[config.mk]
export PLATFORM = sky130hd
export DESIGN_NAME = exc_sequencer
export DESIGN_NICKNAME = d
export VERILOG_FILES = /design/src/rtl/exc_pkg.sv /design/src/rtl/exc_stat_counters.sv /design/src/rtl/exc_sequencer.sv
export SDC_FILE = /design/constraint.sdc
export NUM_CORES = 1
export LEC_CHECK = 0
export CAP_MARGIN = 20
export CORE_ASPECT_RATIO = 1.25
export CORE_UTILIZATION = 37
export DETAILED_ROUTE_END_ITERATION = 8
export PLACE_DENSITY_LB_ADDON = 0.08
export RECOVER_POWER = 25
export SYNTH_ARGS = -nofsm -noshare
export SYNTH_HDL_FRONTEND = slang
export SYNTH_SLANG_ARGS = --single-unit
[constraint.sdc]
create_clock -name clk -period 1.6 [get_ports clk]
set_input_delay 0.16 -clock clk [delete_from_list [all_inputs] [get_ports clk]]
set_output_delay 0.16 -clock clk [all_outputs]
set_load 0.01 [all_outputs]
[src/rtl/exc_pkg.sv]
// Shared types for exception sequencing: EStatus codes, sequencer states, PC mux selects.
// Also used by the main decoder and the fetch PC mux.
package exc_pkg;

   typedef enum logic [3:0] {
      ES_NONE  = 4'b0000,
      ES_IRQ   = 4'b0001,
      ES_UNDEF = 4'b0010
   } estatus_t;

   typedef enum logic [2:0] {
      ST_RUN      = 3'd0,
      ST_FLUSH    = 3'd1,
      ST_REDIRECT = 3'd2,
      ST_HANDLER  = 3'd3,
      ST_HALT     = 3'd4
   } exc_state_t;

   typedef enum logic [1:0] {
      PCSEL_SEQ = 2'b00,
      PCSEL_VEC = 2'b01,
      PCSEL_ELR = 2'b10
   } pc_sel_t;

   // An ERET outside a handler is reported with the same code as an undefined instruction.
   localparam logic [3:0] ESR_STRAY_ERET = 4'b0010;

   localparam int NUM_CAUSES   = 4;
   localparam int CAUSE_IRQ    = 0;
   localparam int CAUSE_UNDEF  = 1;
   localparam int CAUSE_ERET   = 2;
   localparam int CAUSE_DFAULT = 3;

   function automatic logic [15:0] sat_inc16(input logic [15:0] v);
      if (v == 16'hFFFF) begin
         return v;
      end else begin
         return v + 16'd1;
      end
   endfunction

endpackage

[src/rtl/exc_stat_counters.sv]
// Per-cause 16-bit saturating exception counters with a combinational read port.
// Only built when EXC_STATS_EN is defined.
`ifdef EXC_STATS_EN
module exc_stat_counters
   import exc_pkg::*;
(
   input  logic                  clk,
   input  logic                  reset,
   input  logic [NUM_CAUSES-1:0] inc_i,
   input  logic [1:0]            sel_i,
   output logic [15:0]           stat_o
);

   logic [15:0] cnt_q [NUM_CAUSES];
   logic [15:0] cnt_d [NUM_CAUSES];

   // Next counter values: bump the cause that fired this cycle.
   always_comb begin
      for (int i = 0; i < NUM_CAUSES; i++) begin
         cnt_d[i] = inc_i[i] ? sat_inc16(cnt_q[i]) : cnt_q[i];
      end
   end

   // Counter registers, cleared by the synchronous active-low reset.
   always_ff @(posedge clk) begin
      if (!reset) begin
         for (int i = 0; i < NUM_CAUSES; i++) begin
            cnt_q[i] <= 16'h0000;
         end
      end else begin
         cnt_q <= cnt_d;
      end
   end

   assign stat_o = cnt_q[sel_i];

endmodule
`endif

[src/rtl/exc_sequencer.sv]
// Exception entry/return sequencer: captures ELR/ESR, flushes, redirects to the vector, handles ERET.
// Define EXC_STATS_EN to add per-cause counters and the stat_sel_i/stat_o read port.
module exc_sequencer
   import exc_pkg::*;
#(
   parameter int              PC_W        = 64,
   parameter logic [PC_W-1:0] VECTOR_ADDR = 64'hD8,
   parameter int              FLUSH_CYC   = 3
) (
   input  logic            clk,
   input  logic            reset,
   input  logic            exc_i,
   input  logic [3:0]      estatus_i,
   input  logic            eret_i,
   input  logic [PC_W-1:0] pc_i,
   input  logic            irq_req_i,
   output logic            irq_ack_o,
   output logic            flush_o,
   output logic            stall_o,
   output logic [1:0]      pc_sel_o,
   output logic [PC_W-1:0] elr_o,
   output logic [3:0]      esr_o,
   output logic            in_handler_o,
   output logic            halted_o
`ifdef EXC_STATS_EN
   ,
   input  logic [1:0]      stat_sel_i,
   output logic [15:0]     stat_o
`endif
);

   localparam int CNT_W = $clog2(FLUSH_CYC + 1);

   // The vector itself is muxed downstream; here we only refuse unusable configurations.
   if (FLUSH_CYC < 1 || VECTOR_ADDR[1:0] != 2'b00) begin : g_bad_cfg
      $error("exc_sequencer: FLUSH_CYC must be >= 1 and VECTOR_ADDR word aligned");
   end

   exc_state_t      state_q, state_d;
   logic [CNT_W-1:0] cnt_q, cnt_d;
   logic [PC_W-1:0] elr_q, elr_d;
   logic [3:0]      esr_q, esr_d;
   logic            irq_ack_q, irq_ack_d;
   logic            flush_q, flush_d;
   logic            stall_q, stall_d;
   pc_sel_t         pc_sel_q, pc_sel_d;
   logic            in_handler_q, in_handler_d;
   logic            halted_q, halted_d;

   // State, flush counter and registered outputs; reset is synchronous active-low.
   always_ff @(posedge clk) begin
      if (!reset) begin
         state_q      <= ST_RUN;
         cnt_q        <= {CNT_W{1'b0}};
         elr_q        <= {PC_W{1'b0}};
         esr_q        <= 4'b0000;
         irq_ack_q    <= 1'b0;
         flush_q      <= 1'b0;
         stall_q      <= 1'b0;
         pc_sel_q     <= PCSEL_SEQ;
         in_handler_q <= 1'b0;
         halted_q     <= 1'b0;
      end else begin
         state_q      <= state_d;
         cnt_q        <= cnt_d;
         elr_q        <= elr_d;
         esr_q        <= esr_d;
         irq_ack_q    <= irq_ack_d;
         flush_q      <= flush_d;
         stall_q      <= stall_d;
         pc_sel_q     <= pc_sel_d;
         in_handler_q <= in_handler_d;
         halted_q     <= halted_d;
      end
   end

   // Next state and the output values that go with it.
   always_comb begin
      state_d      = state_q;
      cnt_d        = cnt_q;
      elr_d        = elr_q;
      esr_d        = esr_q;
      irq_ack_d    = 1'b0;
      flush_d      = 1'b0;
      stall_d      = 1'b0;
      pc_sel_d     = PCSEL_SEQ;
      in_handler_d = 1'b0;
      halted_d     = 1'b0;

      case (state_q)
         ST_RUN: begin
            if (irq_req_i || exc_i || eret_i) begin
               state_d = ST_FLUSH;
               cnt_d   = CNT_W'(FLUSH_CYC - 1);
               elr_d   = pc_i;
               flush_d = 1'b1;
               stall_d = 1'b1;
               if (irq_req_i) begin
                  esr_d     = ES_IRQ;
                  irq_ack_d = 1'b1;
               end else if (exc_i) begin
                  esr_d = estatus_i;
               end else begin
                  esr_d = ESR_STRAY_ERET;
               end
            end else begin
               state_d = ST_RUN;
            end
         end
         ST_FLUSH: begin
            if (cnt_q == {CNT_W{1'b0}}) begin
               state_d  = ST_REDIRECT;
               pc_sel_d = PCSEL_VEC;
            end else begin
               cnt_d   = cnt_q - CNT_W'(1);
               flush_d = 1'b1;
               stall_d = 1'b1;
            end
         end
         ST_REDIRECT: begin
            state_d      = ST_HANDLER;
            in_handler_d = 1'b1;
         end
         ST_HANDLER: begin
            // A fault inside the handler beats a simultaneous ERET.
            if (exc_i) begin
               state_d  = ST_HALT;
               halted_d = 1'b1;
               stall_d  = 1'b1;
               flush_d  = 1'b1;
            end else if (eret_i) begin
               state_d  = ST_RUN;
               pc_sel_d = PCSEL_ELR;
               flush_d  = 1'b1;
            end else begin
               in_handler_d = 1'b1;
            end
         end
         ST_HALT: begin
            halted_d = 1'b1;
            stall_d  = 1'b1;
            flush_d  = 1'b1;
         end
         default: begin
            state_d = ST_RUN;
         end
      endcase
   end

   assign irq_ack_o    = irq_ack_q;
   assign flush_o      = flush_q;
   assign stall_o      = stall_q;
   assign pc_sel_o     = pc_sel_q;
   assign elr_o        = elr_q;
   assign esr_o        = esr_q;
   assign in_handler_o = in_handler_q;
   assign halted_o     = halted_q;

`ifdef EXC_STATS_EN
   logic [NUM_CAUSES-1:0] stat_inc;

   // One capture event per cycle, classified with the same priority as ESR.
   always_comb begin
      stat_inc               = {NUM_CAUSES{1'b0}};
      stat_inc[CAUSE_IRQ]    = (state_q == ST_RUN) && irq_req_i;
      stat_inc[CAUSE_UNDEF]  = (state_q == ST_RUN) && !irq_req_i && exc_i;
      stat_inc[CAUSE_ERET]   = (state_q == ST_RUN) && !irq_req_i && !exc_i && eret_i;
      stat_inc[CAUSE_DFAULT] = (state_q == ST_HANDLER) && exc_i;
   end

   exc_stat_counters u_stats (
      .clk    (clk),
      .reset  (reset),
      .inc_i  (stat_inc),
      .sel_i  (stat_sel_i),
      .stat_o (stat_o)
   );
`endif

endmodule

==> metrics.md <==
| Metric | Value |
|---|---|
| Status | `finished, final reports clean` |
| Power after layout | `6676 uW` |
| Compound-cell area share of the yosys netlist | `28.76%` |
| I/O pins | `148` |
| Yosys top cell by area | `dfxtp_1` |
| Setup WS pre-CTS | `-182.8 ps` |
| Starting utilization of the core area | `38.78%` |
| Final routed wirelength across all metal layers | `9127 um` |
| Slack of the critical path | `55.36 ps` |
| Final Max Slew Viols | `0` |
| Final Hold Fails | `0` |
| Largest net degree at the start of global routing | `47` |
| Ranking of synthesized cells by instance count | `80 x dfxtp_1, 70 x o21ai_0, 64 x nand3_1` |
| Slew at the pin closest to its max-slew limit | `355.7 ps` |
| Utilization of the core after routing | `61.09%` |
| Later-pin clock latency in the skew report | `350 ps` |
| Count of flip-flops with a built-in enable after synthesis | `0` |
| XOR/XNOR Fraction of Synth Area | `0%` |
| Worst min-delay path category | `primary input to flop` |
| Number of CTS-inserted buffers | `9` |
| Growth of design area from synthesis to finish | `57.53%` |
| Overall die height | `106.8 um` |
| Yosys reg bits | `80` |
| WP data arrival | `1780 ps` |
| Initial DRT Pass Iterations | `4` |
| RSZ-0062 raised after global routing | `yes` |
| Weighted congestion reported at the end of routability-driven placement | `0.8177` |
| Antenna cell count | `0` |
| Maximum operating frequency | `0.6474 GHz` |
| Number of global-route vias before repair | `3069` |
| Synth Instances | `367` |
| DRC violations left | `0` |
| Synthesized Nets | `441` |
| Total number of clock tree sinks | `80` |
| Worst Setup Path Type | `flop to flop` |
| Leakage power figure | `0.001934 uW` |
| Sequential Area | `1602 um^2` |
| Number of nets in the layout | `579` |
| Total power divided by cell area | `1304 nW/um^2` |
| Gr usage total | `21.10%` |
| Crit end category | `flop` |
| Number of antenna violations at the first check in global routing | `0` |
| Multi-input combinational cell area | `1476 um^2` |
| Die area | `9163 um^2` |
| Post-route clock skew | `8.405 ps` |
| Setup Total Neg Slack | `0 ps` |
| Count of non-filler cells in the finished layout | `627` |
| Number of filler cells placed in the layout | `764` |
| Mux share of post-synthesis cell area | `0.3080%` |
| Share of post-route cells with drive strength above 1 | `8.235%` |
| Row cnt | `37` |
| Clock Tree Root | `clkbuf_8` |
| Share of synthesized registers carrying an async set or reset | `0%` |
| HPWL after DPL | `6162 um` |
| Deepest clock path buffer count | `2` |
| Setup slack, reg-to-reg | `60 ps` |
| Placed Cells incl. Taps | `611` |
| Average via count per standard cell | `5.085` |
| Most frequent cell after synthesis | `dfxtp_1` |
| Relative max-transition margin | `76.16%` |
| Chip width | `85.82 um` |
| Violation count after the first detailed-route iteration | `102` |
| MaxCap Viol Count | `0` |
| Share of the yosys chip area belonging to registers | `49.29%` |
| Largest cells by area after synthesis | `dfxtp_1 49%, a21boi_0 14%, o21ai_0 11%` |
| Count of distinct cell types in the synthesized netlist | `32` |
| WL/cell | `14.56 um` |
| Main combinational cell family by area after synthesis | `compound AO/OA/AOI/OAI gates` |
| H-tree lvl count | `3` |
| Cell area after synthesis | `3249 um^2` |
| Simple-gate share of the synthesized area | `15.44%` |
| Area share of the largest cell type after synthesis | `49.29%` |
| Core area | `8379 um^2` |
| CTS tree | `done` |
| CP Launch Type | `flop` |
| Post-route ant nets | `0` |
| Synth Area in Adders | `0.3851%` |
| Avg Cell Area, Syn | `8.854 um^2` |
| Worst IR drop on VDD | `0.5282 mV` |
| Share of the clock period used by the worst path after layout | `96.54%` |
| CP max FO | `3` |
| Fin crit period | `1545 ps` |
| Number of endpoints failing setup at the final stage | `0` |
| PortBufs | `147` |
| Data required time of the worst path | `1840 ps` |
| First-pass GRT wire length | `15250 um` |
| Clock transition at the registers of the reported paths | `80 ps` |
| Number of warnings reported in the yosys synthesis log | `0` |
| Post-cts hold buffer count | `0` |
| Vias post-DR | `3188` |
| Dominant register cell in the synthesized netlist | `dfxtp_1` |
| Total overflow reported by the global router | `0` |
critical path, cell delays in order, from the launching register on:
cell and delay [ps]:
dfxtp_1 330, inv_1 60, ha_1 220, or4b_2 630, o21ai_1 140, a31oi_1 50
worst paths after layout:
path | startpoint | endpoint | cells past startpoint
worst max-delay path | cnt_q[0] | cnt_q[1] | 5
worst min-delay path | reset | elr_o[15] | 2
worst max register to register | cnt_q[0] | cnt_q[1] | 5
worst min register to register | elr_o[40] | elr_o[40] | 2
layer usage:
metal / routed length, um / share of wire (%) / global-route usage, % / vias to the layer above
met5: 0 / 0 / 0 / -
met4: 186 / 2.0 / 8.333 / 0
met3: 667 / 7.3 / 7.236 / 13
met2: 4298 / 47 / 32.51 / 103
met1: 3974 / 44 / 27.01 / 1481
li1: - / - / - / 1591
area by class of cell:
class	count	area share, %
clock buffer	11	2.567
clock inverter	5	1.589
timing repair buffer	168	32.63
multi-input combinational	243	28.84
tap	117	2.860
inverter	3	0.2200
sequential	80	31.29
logic make-up after synthesis:
family | count (synthesis)
AOI/OAI and AO/OA | 150
and+or+nand+nor | 91
DFF | 80
buffers and inverters | 44
muxes | 1
adders and majority gates | 1
timing repair:
| action | 4_1_cts | 5_1_grt |
|---|---|---|
| buffers inserted | 0 | 0 |
| endpoints found under the setup margin | 0 | 2 |
| gates resized for setup | 0 | 2 |
flip-flops by register name (all words and copies together), names as in the netlist:
register and flops:
cnt_q 2, elr_o 64, esr_o 4, flush_o 1, halted_o 1, in_handler_o 1
irq_ack_o 1, pc_sel_o 2, stall_o 1, state_q 3
power breakdown:
group	leakage [uW]	switching (uW)	total (uW)	internal [uW]
Sequential	0.000659	175	2570	2390
Clock	0.000104	740	1620	880
Combinational	0.00117	1260	2490	1230
Total	0.00193	2170	6680	4500
stage by stage:
stage          hold slack [ps]  cell area (um^2)
3_5_place_dp             469.8              4903
4_1_cts                  228.1              5116
3_3_place_gp             456.7              4903
2_1_floorplan            305.9              3249
5_1_grt                  244.1              5119
6_report                 241.2              5119
cells in the final DEF (no fill, tap or decap), drive strengths merged, types with 3 or more instances in the layout:
cell type | synthesis | layout
clkdlybuf4s50 | 0 | 117
dfxtp | 80 | 80
o21ai | 70 | 70
a21boi | 68 | 68
nand3 | 64 | 64
dlygate4sd3 | 0 | 29
buf | 8 | 21
clkbuf | 33 | 12
a21oi | 6 | 6
nor2b | 5 | 5
nand2 | 4 | 4
inv | 3 | 3
nor3b | 3 | 3
Power figures use the tool's default switching activity.
